[config.mk]
export PLATFORM = sky130hd
export DESIGN_NAME = fsqrt_refine
export DESIGN_NICKNAME = d
export VERILOG_FILES = /design/src/rtl/fsqrt_refine.sv
export SDC_FILE = /design/constraint.sdc
export NUM_CORES = 1
export LEC_CHECK = 0
export CORE_MARGIN = 2
export CORE_UTILIZATION = 35
export DETAILED_ROUTE_END_ITERATION = 8
export DONT_BUFFER_PORTS = 1
export GPL_ROUTABILITY_DRIVEN = 0
export PLACE_DENSITY = 0.5
export SETUP_SLACK_MARGIN = 0.3
export SYNTH_ARGS = -nofsm -noshare
export SYNTH_HDL_FRONTEND = slang
export SYNTH_SLANG_ARGS = --single-unit
[constraint.sdc]
create_clock -name clk -period 5.5 [get_ports clk]
set_clock_uncertainty 0.1 [all_clocks]
set_input_delay 0.55 -clock clk [delete_from_list [all_inputs] [get_ports clk]]
set_output_delay 0.55 -clock clk [all_outputs]
set_load 0.1 [all_outputs]
[src/rtl/fsqrt_refine.sv]
// Newton-Raphson square-root refinement: takes the 6-bit seed from the seed stage
// and iterates Y' = (Y + X/Y)/2 using a bit-serial restoring divider.
module fsqrt_refine #(
    parameter int unsigned ITER = 2,
    parameter int unsigned FRAC = 25
) (
    input  logic        clk,
    input  logic        rst,
    input  logic [31:0] x,
    input  logic [31:0] y0,
    input  logic        ready,
    output logic        busy,
    output logic        valid,
    output logic [31:0] y
);

    localparam int unsigned CW = $clog2(FRAC + 2);
    localparam int unsigned IW = $clog2(ITER + 1);
    localparam logic [CW-1:0] CNT_INIT  = CW'(FRAC + 1);
    localparam logic [IW-1:0] ITER_LAST = IW'(ITER - 1);

    typedef enum logic [2:0] {IDLE, DIV, UPD, ROUND, DONE} state_t;

    state_t          state_q, state_d;
    logic            sign_q, sign_d;
    logic [7:0]      ye_q, ye_d;
    logic [22:0]     mant_q, mant_d;
    logic [FRAC+1:0] xop_q, xop_d;
    logic [FRAC:0]   yv_q, yv_d;
    logic [FRAC+2:0] rem_q, rem_d;
    logic [FRAC+1:0] quo_q, quo_d;
    logic [CW-1:0]   cnt_q, cnt_d;
    logic [IW-1:0]   it_q, it_d;
    logic            busy_q, busy_d;
    logic            valid_q, valid_d;
    logic [31:0]     y_q, y_d;

    logic [7:0]      e_in;
    logic [FRAC+1:0] xop_new;
    logic [FRAC+3:0] trial;
    logic            qbit;
    logic [FRAC+1:0] rsel;
    logic [FRAC+2:0] sum;
    logic [23:0]     rnd;

    logic unused_ok;
    assign unused_ok = ^{y0[31:23], y0[16:0], trial[FRAC+2], sum[0]};

    assign e_in    = x[30:23];
    // Odd biased exponent means even unbiased exponent: X = 1.m; otherwise X = 2 * 1.m
    assign xop_new = e_in[0] ? {2'b01, x[22:0], {(FRAC-23){1'b0}}}
                             : {1'b1, x[22:0], {(FRAC-22){1'b0}}};

    // Remainder is kept pre-shifted so each step compares against 2Y
    assign trial = {1'b0, rem_q} - {2'b00, yv_q, 1'b0};
    assign qbit  = ~trial[FRAC+3];
    assign rsel  = qbit ? trial[FRAC+1:0] : rem_q[FRAC+1:0];
    assign sum   = {2'b00, yv_q} + {1'b0, quo_q};
    assign rnd   = {1'b0, yv_q[FRAC-1:FRAC-23]} + 24'(yv_q[FRAC-24]);

    always_comb begin
        state_d = state_q;
        sign_d  = sign_q;
        ye_d    = ye_q;
        mant_d  = mant_q;
        xop_d   = xop_q;
        yv_d    = yv_q;
        rem_d   = rem_q;
        quo_d   = quo_q;
        cnt_d   = cnt_q;
        it_d    = it_q;
        busy_d  = busy_q;
        valid_d = 1'b0;
        y_d     = y_q;
        unique case (state_q)
            IDLE: begin
                if (ready) begin
                    sign_d = x[31];
                    busy_d = 1'b1;
                    if (e_in == 8'd0) begin
                        ye_d    = 8'd0;
                        mant_d  = '0;
                        state_d = DONE;
                    end else if (e_in == 8'hFF) begin
                        ye_d    = 8'hFF;
                        mant_d  = x[22:0];
                        state_d = DONE;
                    end else begin
                        ye_d    = ((e_in - 8'd1) >> 1) + 8'd64;
                        xop_d   = xop_new;
                        yv_d    = {1'b1, y0[22:17], {(FRAC-6){1'b0}}};
                        rem_d   = {1'b0, xop_new};
                        quo_d   = '0;
                        cnt_d   = CNT_INIT;
                        it_d    = '0;
                        state_d = DIV;
                    end
                end
            end
            DIV: begin
                rem_d = {rsel, 1'b0};
                quo_d = {quo_q[FRAC:0], qbit};
                cnt_d = cnt_q - CW'(1);
                if (cnt_q == '0) state_d = UPD;
            end
            UPD: begin
                yv_d = sum[FRAC+1:1];
                it_d = it_q + IW'(1);
                if (it_q != ITER_LAST) begin
                    rem_d   = {1'b0, xop_q};
                    quo_d   = '0;
                    cnt_d   = CNT_INIT;
                    state_d = DIV;
                end else begin
                    state_d = ROUND;
                end
            end
            ROUND: begin
                if (rnd[23]) begin
                    mant_d = '0;
                    ye_d   = ye_q + 8'd1;
                end else begin
                    mant_d = rnd[22:0];
                end
                state_d = DONE;
            end
            DONE: begin
                y_d     = {sign_q, ye_q, mant_q};
                valid_d = 1'b1;
                busy_d  = 1'b0;
                state_d = IDLE;
            end
            default: state_d = IDLE;
        endcase
    end

    always_ff @(posedge clk or posedge rst) begin
        if (rst) begin
            state_q <= IDLE;
            sign_q  <= 1'b0;
            ye_q    <= '0;
            mant_q  <= '0;
            xop_q   <= '0;
            yv_q    <= '0;
            rem_q   <= '0;
            quo_q   <= '0;
            cnt_q   <= '0;
            it_q    <= '0;
            busy_q  <= 1'b0;
            valid_q <= 1'b0;
            y_q     <= '0;
        end else begin
            state_q <= state_d;
            sign_q  <= sign_d;
            ye_q    <= ye_d;
            mant_q  <= mant_d;
            xop_q   <= xop_d;
            yv_q    <= yv_d;
            rem_q   <= rem_d;
            quo_q   <= quo_d;
            cnt_q   <= cnt_d;
            it_q    <= it_d;
            busy_q  <= busy_d;
            valid_q <= valid_d;
            y_q     <= y_d;
        end
    end

    assign busy  = busy_q;
    assign valid = valid_q;
    assign y     = y_q;

endmodule

==> flow_summary.ini, run 1 <==
[yosys]
syn_area_per_cell_um2 = 9.06
ys_seq_area_share_pct = 40.5
yosysWarnings = 0
synth_area_mm2 = 0.0111
synth_ff_type = dfrtp_1
async_reset_ff_share_pct = 100
synthCells = 1228
ys_seq_elements = 180
synth-edff-count = 0
syn-num-nets = 1356
ys_types = 70

[clock_tree]
cts.htree.levels = 4
clockBufferDepth = 2
cts_buffers = 17
cts-root-buf = clkbuf_16
cts_tree = built
clock_sinks = 180
cts_setup_buffers = 0
clock_latency_ps = 460
path_clk_slew_ps = 80

[floorplanning]
die_y_um = 182
die_area_mm2 = 0.0332
rows = 65
io_pins = 101
coreArea_mm2 = 0.0315
start_util_pct = 35.4
die_w_um = 182

[critical_path]
crit_fanout = 4
cp.arrival_ps = 4040
startpoint_type = register
crit_required_ps = 5730
critPathKind = register to register
end_kind = register

[global_route]
grt_first_pass_wirelength_um = 51800
grt_pass1_vias = 8912
grt_max_degree = 72
antenna_found_initial = 1
grt_usage_pct = 20.0
grt_overflow = 0

[cells_and_area]
drive_gt1_share_pct = 8.76
final_common_cell = dfrtp_1
final_cell_mix = dfrtp_1, a21oi_1, nor2_1
final_net_count = 1325
instances_no_fill = 1613
post-route-util_pct = 38.6
area_delta_synth_final_pct = 9.01

[timing]
setup_viol_count_final = 0
slew_viol_final = 0
tightest_slew_ps = 1350
fmax_ghz = 0.263
hold_violations = 0
slew_headroom_pct = 9.24
min_period_over_period_pct = 69.2
finalSetupTns_ps = 0
rsz0062_at_grt = no
fin_crit_ps = 3800

[routing]
routedWlPerCell_um = 19.9
wl_um = 32100
drc_errors = 0
vias_per_cell = 5.65
antenna_left = 0
drt-initial-drc-count = 627
vias = 9114
first_pass_iters = 5

[place]
dpl.hpwl_um = 24000
placedCellCount = 1579
place.port_buffers = 0

[pwr]
p_per_area_mw_per_mm2 = 741
peakVddDrop_v = 0.000338
power_leakage_nw = 5.11

[outcome]
status = finished, final reports clean

[flow_run]
maxCapViolCount = 0

[worst_hold_path]
hold_class = input port to register
## repair_timing
item	CTS	global route
hold endpoints to repair	2	0
hold buffers	1	0
resized for setup	0	0
## routing by layer
metal / global-route usage, % / vias up / share of wire (%)
met5: 0 / - / 0
met4: 6.06 / 0 / 2.2
met3: 4.25 / 35 / 4.6
met2: 31.7 / 172 / 45
met1: 27.5 / 4465 / 48
li1: - / 4442 / -
## cell usage after synthesis (8+ instances only)
master / instances / area, um2
nand4_1: 17 / 106
a22o_1: 26 / 228
nand2b_1: 10 / 62.6
a211oi_1: 22 / 165
nor2b_1: 8 / 50.1
nand2_1: 95 / 357
mux2_2: 36 / 405
nor2_1: 114 / 428
ha_1: 59 / 738
o22ai_1: 33 / 206
buf_2: 8 / 40.0
xnor2_1: 48 / 420
nor3_1: 37 / 185
a21oi_1: 114 / 571
xor2_1: 18 / 158
a21o_1: 24 / 180
nand3_1: 27 / 135
clkbuf_1: 51 / 191
o21ai_0: 82 / 410
dfrtp_1: 180 / 4500
inv_1: 47 / 176
a22oi_1: 9 / 67.6
mux2i_1: 24 / 240
a31oi_1: 20 / 125
## final cells by class
type,count,area (um2)
fillers,3163,19300
multi-input cells,934,6190
flip-flops and latches,180,4500
well taps,402,503
clock buffers,17,425
clock inverters,15,195
inverters,47,180
repair buffers,17,130
diodes,1,2.50
## cells by family (layout without fill, tap and decap cells)
kind of cell	count (synthesis)	count (layout)	share of synthesized area, %
AO/OA/AOI/OAI	391	391	22.1
XOR/XNOR	66	66	5.19
adder cells (fa/ha/maj)	61	61	6.99
buffers and inverters	114	96	4.20
flip-flops	180	180	40.5
multiplexers	60	60	5.80
other	0	1	0
AND/OR/NAND/NOR	356	356	15.3
## where the power goes
| group | internal, mW | switching, mW |
|---|---|---|
| clock | 0.629 | 0.658 |
| combinational | 1.70 | 2.69 |
| sequential | 1.88 | 1.42 |
| total | 4.22 | 4.77 |
## worst max-delay path, cell delays in order, from the launching register on
cell	delay, ps
dfrtp_1	390
inv_1	140
fa_1	490
a211oi_1	260
o21ai_0	220
o31ai_1	490
o21ai_0	320
a311o_1	420
a2111oi_0	570
or4_1	210
nand3_1	80
## through the flow
stage	hold slack, ps	worst slack [ps]	cell area [um2]	power [mW]
3_5_place_dp	223	1740	11500	7.69
6_report	106	1700	12100	8.99
5_1_grt	95.4	1460	12100	9.72
3_3_place_gp	224	1770	11500	7.65
2_1_floorplan	346	2310	11100	6.57
4_1_cts	87.2	1730	12100	9.01
## registers in the layout, summed over array words and instances (netlist names)
name and flops:
rem_q 26, state_q 3, valid 1, busy 1, ye_q 8, mant_q 23, it_q 2, sign_q 1
quo_q 27, cnt_q 5, yv_q 26, xop_q 25, y 32
## path summary, 6_finish.rpt
check / slack (ps) / from / cells after the start / end
max in group asynchronous: 3820 / rst / 3 / mant_q[19]$_DFFE_PP0P_
worst max register to register: 1700 / yv_q[1]$_DFFE_PP0P_ / 10 / rem_q[26]$_DFFE_PP0P_
worst max-delay path: 1700 / yv_q[1]$_DFFE_PP0P_ / 10 / rem_q[26]$_DFFE_PP0P_
worst min-delay path: 110 / x[23] / 1 / xop_q[26]$_DFFE_PP0P_
worst min register to register: 390 / xop_q[2]$_DFFE_PP0P_ / 2 / xop_q[2]$_DFFE_PP0P_
min in group asynchronous: 370 / rst / 2 / xop_q[5]$_DFFE_PP0P_
(Power assumes the default switching activity.)
==> inputs of run 2 (changes only) <==
--- a/config.mk
+++ b/config.mk
@@ -5,6 +5,7 @@
 export SDC_FILE = /design/constraint.sdc
 export NUM_CORES = 1
 export LEC_CHECK = 0
+export ABC_AREA = 1
 export CORE_MARGIN = 2
 export CORE_UTILIZATION = 35
 export DETAILED_ROUTE_END_ITERATION = 8
==> constraint.sdc (replaced) <==
create_clock -name clk -period 3.04 [get_ports clk]
set_clock_uncertainty 0.1 [all_clocks]
set_input_delay 0.304 -clock clk [delete_from_list [all_inputs] [get_ports clk]]
set_output_delay 0.304 -clock clk [all_outputs]
set_load 0.1 [all_outputs]
==> flow_summary.ini, run 2 <==
[cells_and_area]
area_delta_synth_final_pct = 11.1
final_cell_mix = nand2_1, inv_1, dfrtp_1
final_common_cell = nand2_1
final_net_count = 2033
largest_register_ffs = 32
num_antenna_cells = 0
n_fill_cell = 3857
drive_gt1_share_pct = 6.73

[timing]
slew_headroom_pct = 32.1
fmax_ghz = 0.389
hold_violations = 0
finalSetupTns_ps = 0
setup_viol_count_final = 0
min_period_over_period_pct = 84.5
fin_crit_ps = 2570
tightest_slew_ps = 1020
slew_viol_final = 0
rsz0062_at_grt = yes

[yosys]
synth-edff-count = 0
synth_ff_type = dfrtp_1
ys_seq_elements = 180
synth_area_leaders = dfrtp_1, nand2_1, inv_1, ha_1, nor2_1
synth_top_cell_by_area = dfrtp_1
synth_area_mm2 = 0.0128
synth_top_family_by_area = simple AND/OR/NAND/NOR gates
yosys-mux-area-fraction_pct = 0
synth_common_cells = nand2_1, inv_1, dfrtp_1
syn_area_per_cell_um2 = 6.82
yosysWarnings = 0
synthCells = 1884
async_reset_ff_share_pct = 100
ys_seq_area_share_pct = 35.1
synth-compound-area-share_pct = 14.9
ys_types = 56
synth_adder_area_share_pct = 6.06
yosysMostFrequentCell = nand2_1
synth-simple-area-share_pct = 31.3
yosys.area_share.xor_xnor_pct = 1.64
syn-num-nets = 2012
yosysTopAreaCellShare_pct = 35.1

[critical_path]
rrSetupSlack_ps = 470
crit_fanout = 22
end_kind = register
critPathKind = register to register
startpoint_type = register
cp.arrival_ps = 2810
crit_required_ps = 3280
reg2reg_depth = 15

[floorplanning]
coreArea_mm2 = 0.0363
die_area_mm2 = 0.0383
die_y_um = 196
die_w_um = 196
io_pins = 101
start_util_pct = 35.3
rows = 70

[global_route]
grt_pass1_vias = 11800
antenna_found_initial = 0
grt_first_pass_wirelength_um = 67500
grt_usage_pct = 22.8
grt_max_degree = 84
grt_overflow = 0

[routing]
wl_um = 42000
vias_per_cell = 5.06
drt-initial-drc-count = 742
first_pass_iters = 5
antenna_left = 0
drc_errors = 0
vias = 12100
routedWlPerCell_um = 17.6

[place]
dpl.hpwl_um = 32600
place.port_buffers = 0

[pwr]
clockPowerShare_pct = 13.1
power_leakage_nw = 7.21
intPower_mw = 7.65
p_comb_share_pct = 53.0
peakVddDrop_v = 0.000454
power_mw = 17.1
p_per_area_mw_per_mm2 = 1200
switchingPower_mw = 9.47
pwr-share-seq_pct = 33.8
p_sw_share_pct = 55.3

[flow_run]
maxCapViolCount = 0

[clock_tree]
clock_latency_ps = 460
path_clk_slew_ps = 70
cts_buffers = 17
clock_sinks = 180
cts-root-buf = clkbuf_16
cts_tree = built
cts_setup_buffers = 0
clockBufferDepth = 2
cts.htree.levels = 4

[worst_hold_path]
worstHoldPathCells = 2
hold_class = input port to register

[outcome]
status = finished, final reports clean
==> run 2: worst paths after layout <==
check	to	startpoint
worst max-delay path	rem_q[22]$_DFFE_PP0P_	yv_q[14]$_DFFE_PP0P_
worst min-delay path	mant_q[22]$_DFFE_PP0P_	x[22]
worst max register to register	rem_q[22]$_DFFE_PP0P_	yv_q[14]$_DFFE_PP0P_
worst min register to register	y[22]$_DFFE_PP0P_	mant_q[22]$_DFFE_PP0P_
max in group asynchronous	rem_q[12]$_DFFE_PP0P_	rst
min in group asynchronous	y[15]$_DFFE_PP0P_	rst
==> run 2: routing by layer <==
metal / GRT usage (%) / routed length [um]
met1: 31.0 / 20000
met2: 37.0 / 19100
met3: 3.83 / 1860
met4: 7.12 / 1130
met5: 0 / 0
==> run 2: what timing repair did <==
action                                 in CTS  in global routing
endpoints found under the hold margin     156                  0
hold buffers                               24                  0
setup endpoints to repair                   0                 22
resized for setup                           0                 14
==> run 2: metrics by stage <==
step	instance area, um2	setup slack (ps)	std cells	hold slack [ps]	utilization [%]
after detailed placement	13400	428	2330	12.4	36.9
after CTS	14200	400	2385	0.475	39.2
after floorplan	12800	327	1884	325	-
final	14300	471	2385	12.6	39.3
after global placement	13400	454	2330	13.9	36.9
after global routing	14300	291	2385	23.7	39.3
==> run 2: kinds of logic after synthesis <==
kind of cell | count (synthesis)
xor+xnor | 24
simple gates | 939
flops | 180
fa+ha+maj | 61
buf+inv | 353
compound gates | 327
==> run 2: power groups by stage <==
stage / Clock, mW / Sequential [mW] / Combinational [mW]
floorplan: 0 / 5.54 / 6.63
global placement: 0 / 5.81 / 8.87
detailed placement: 0 / 5.82 / 8.96
CTS: 2.30 / 5.78 / 9.02
global route: 2.38 / 5.92 / 10.4
finish: 2.25 / 5.79 / 9.08
==> run 2: final cells by class <==
class                           instances  area, um2  share of cell area (%)
Timing Repair Buffer                   56        505                    3.54
Inverter                              299       1130                    7.94
Tap cell                              468        586                    4.10
Sequential cell                       180       4510                    31.6
Clock buffer                           21        470                    3.30
Clock inverter                         10        100                   0.701
Multi-Input combinational cell       1351       6970                    48.8
==> run 2: worst max-delay path: stages (launching register included) <==
cell and delay (ps):
dfrtp_2 450, inv_1 220, ha_1 320, nand2_1 160
inv_1 70, nand2_1 60, nand2_1 70, nand2_1 60
nand2_1 90, a21oi_4 170, buf_4 310, nand3_1 110
nand2_1 80, clkinv_1 60, nand2_1 60, a21oi_2 50
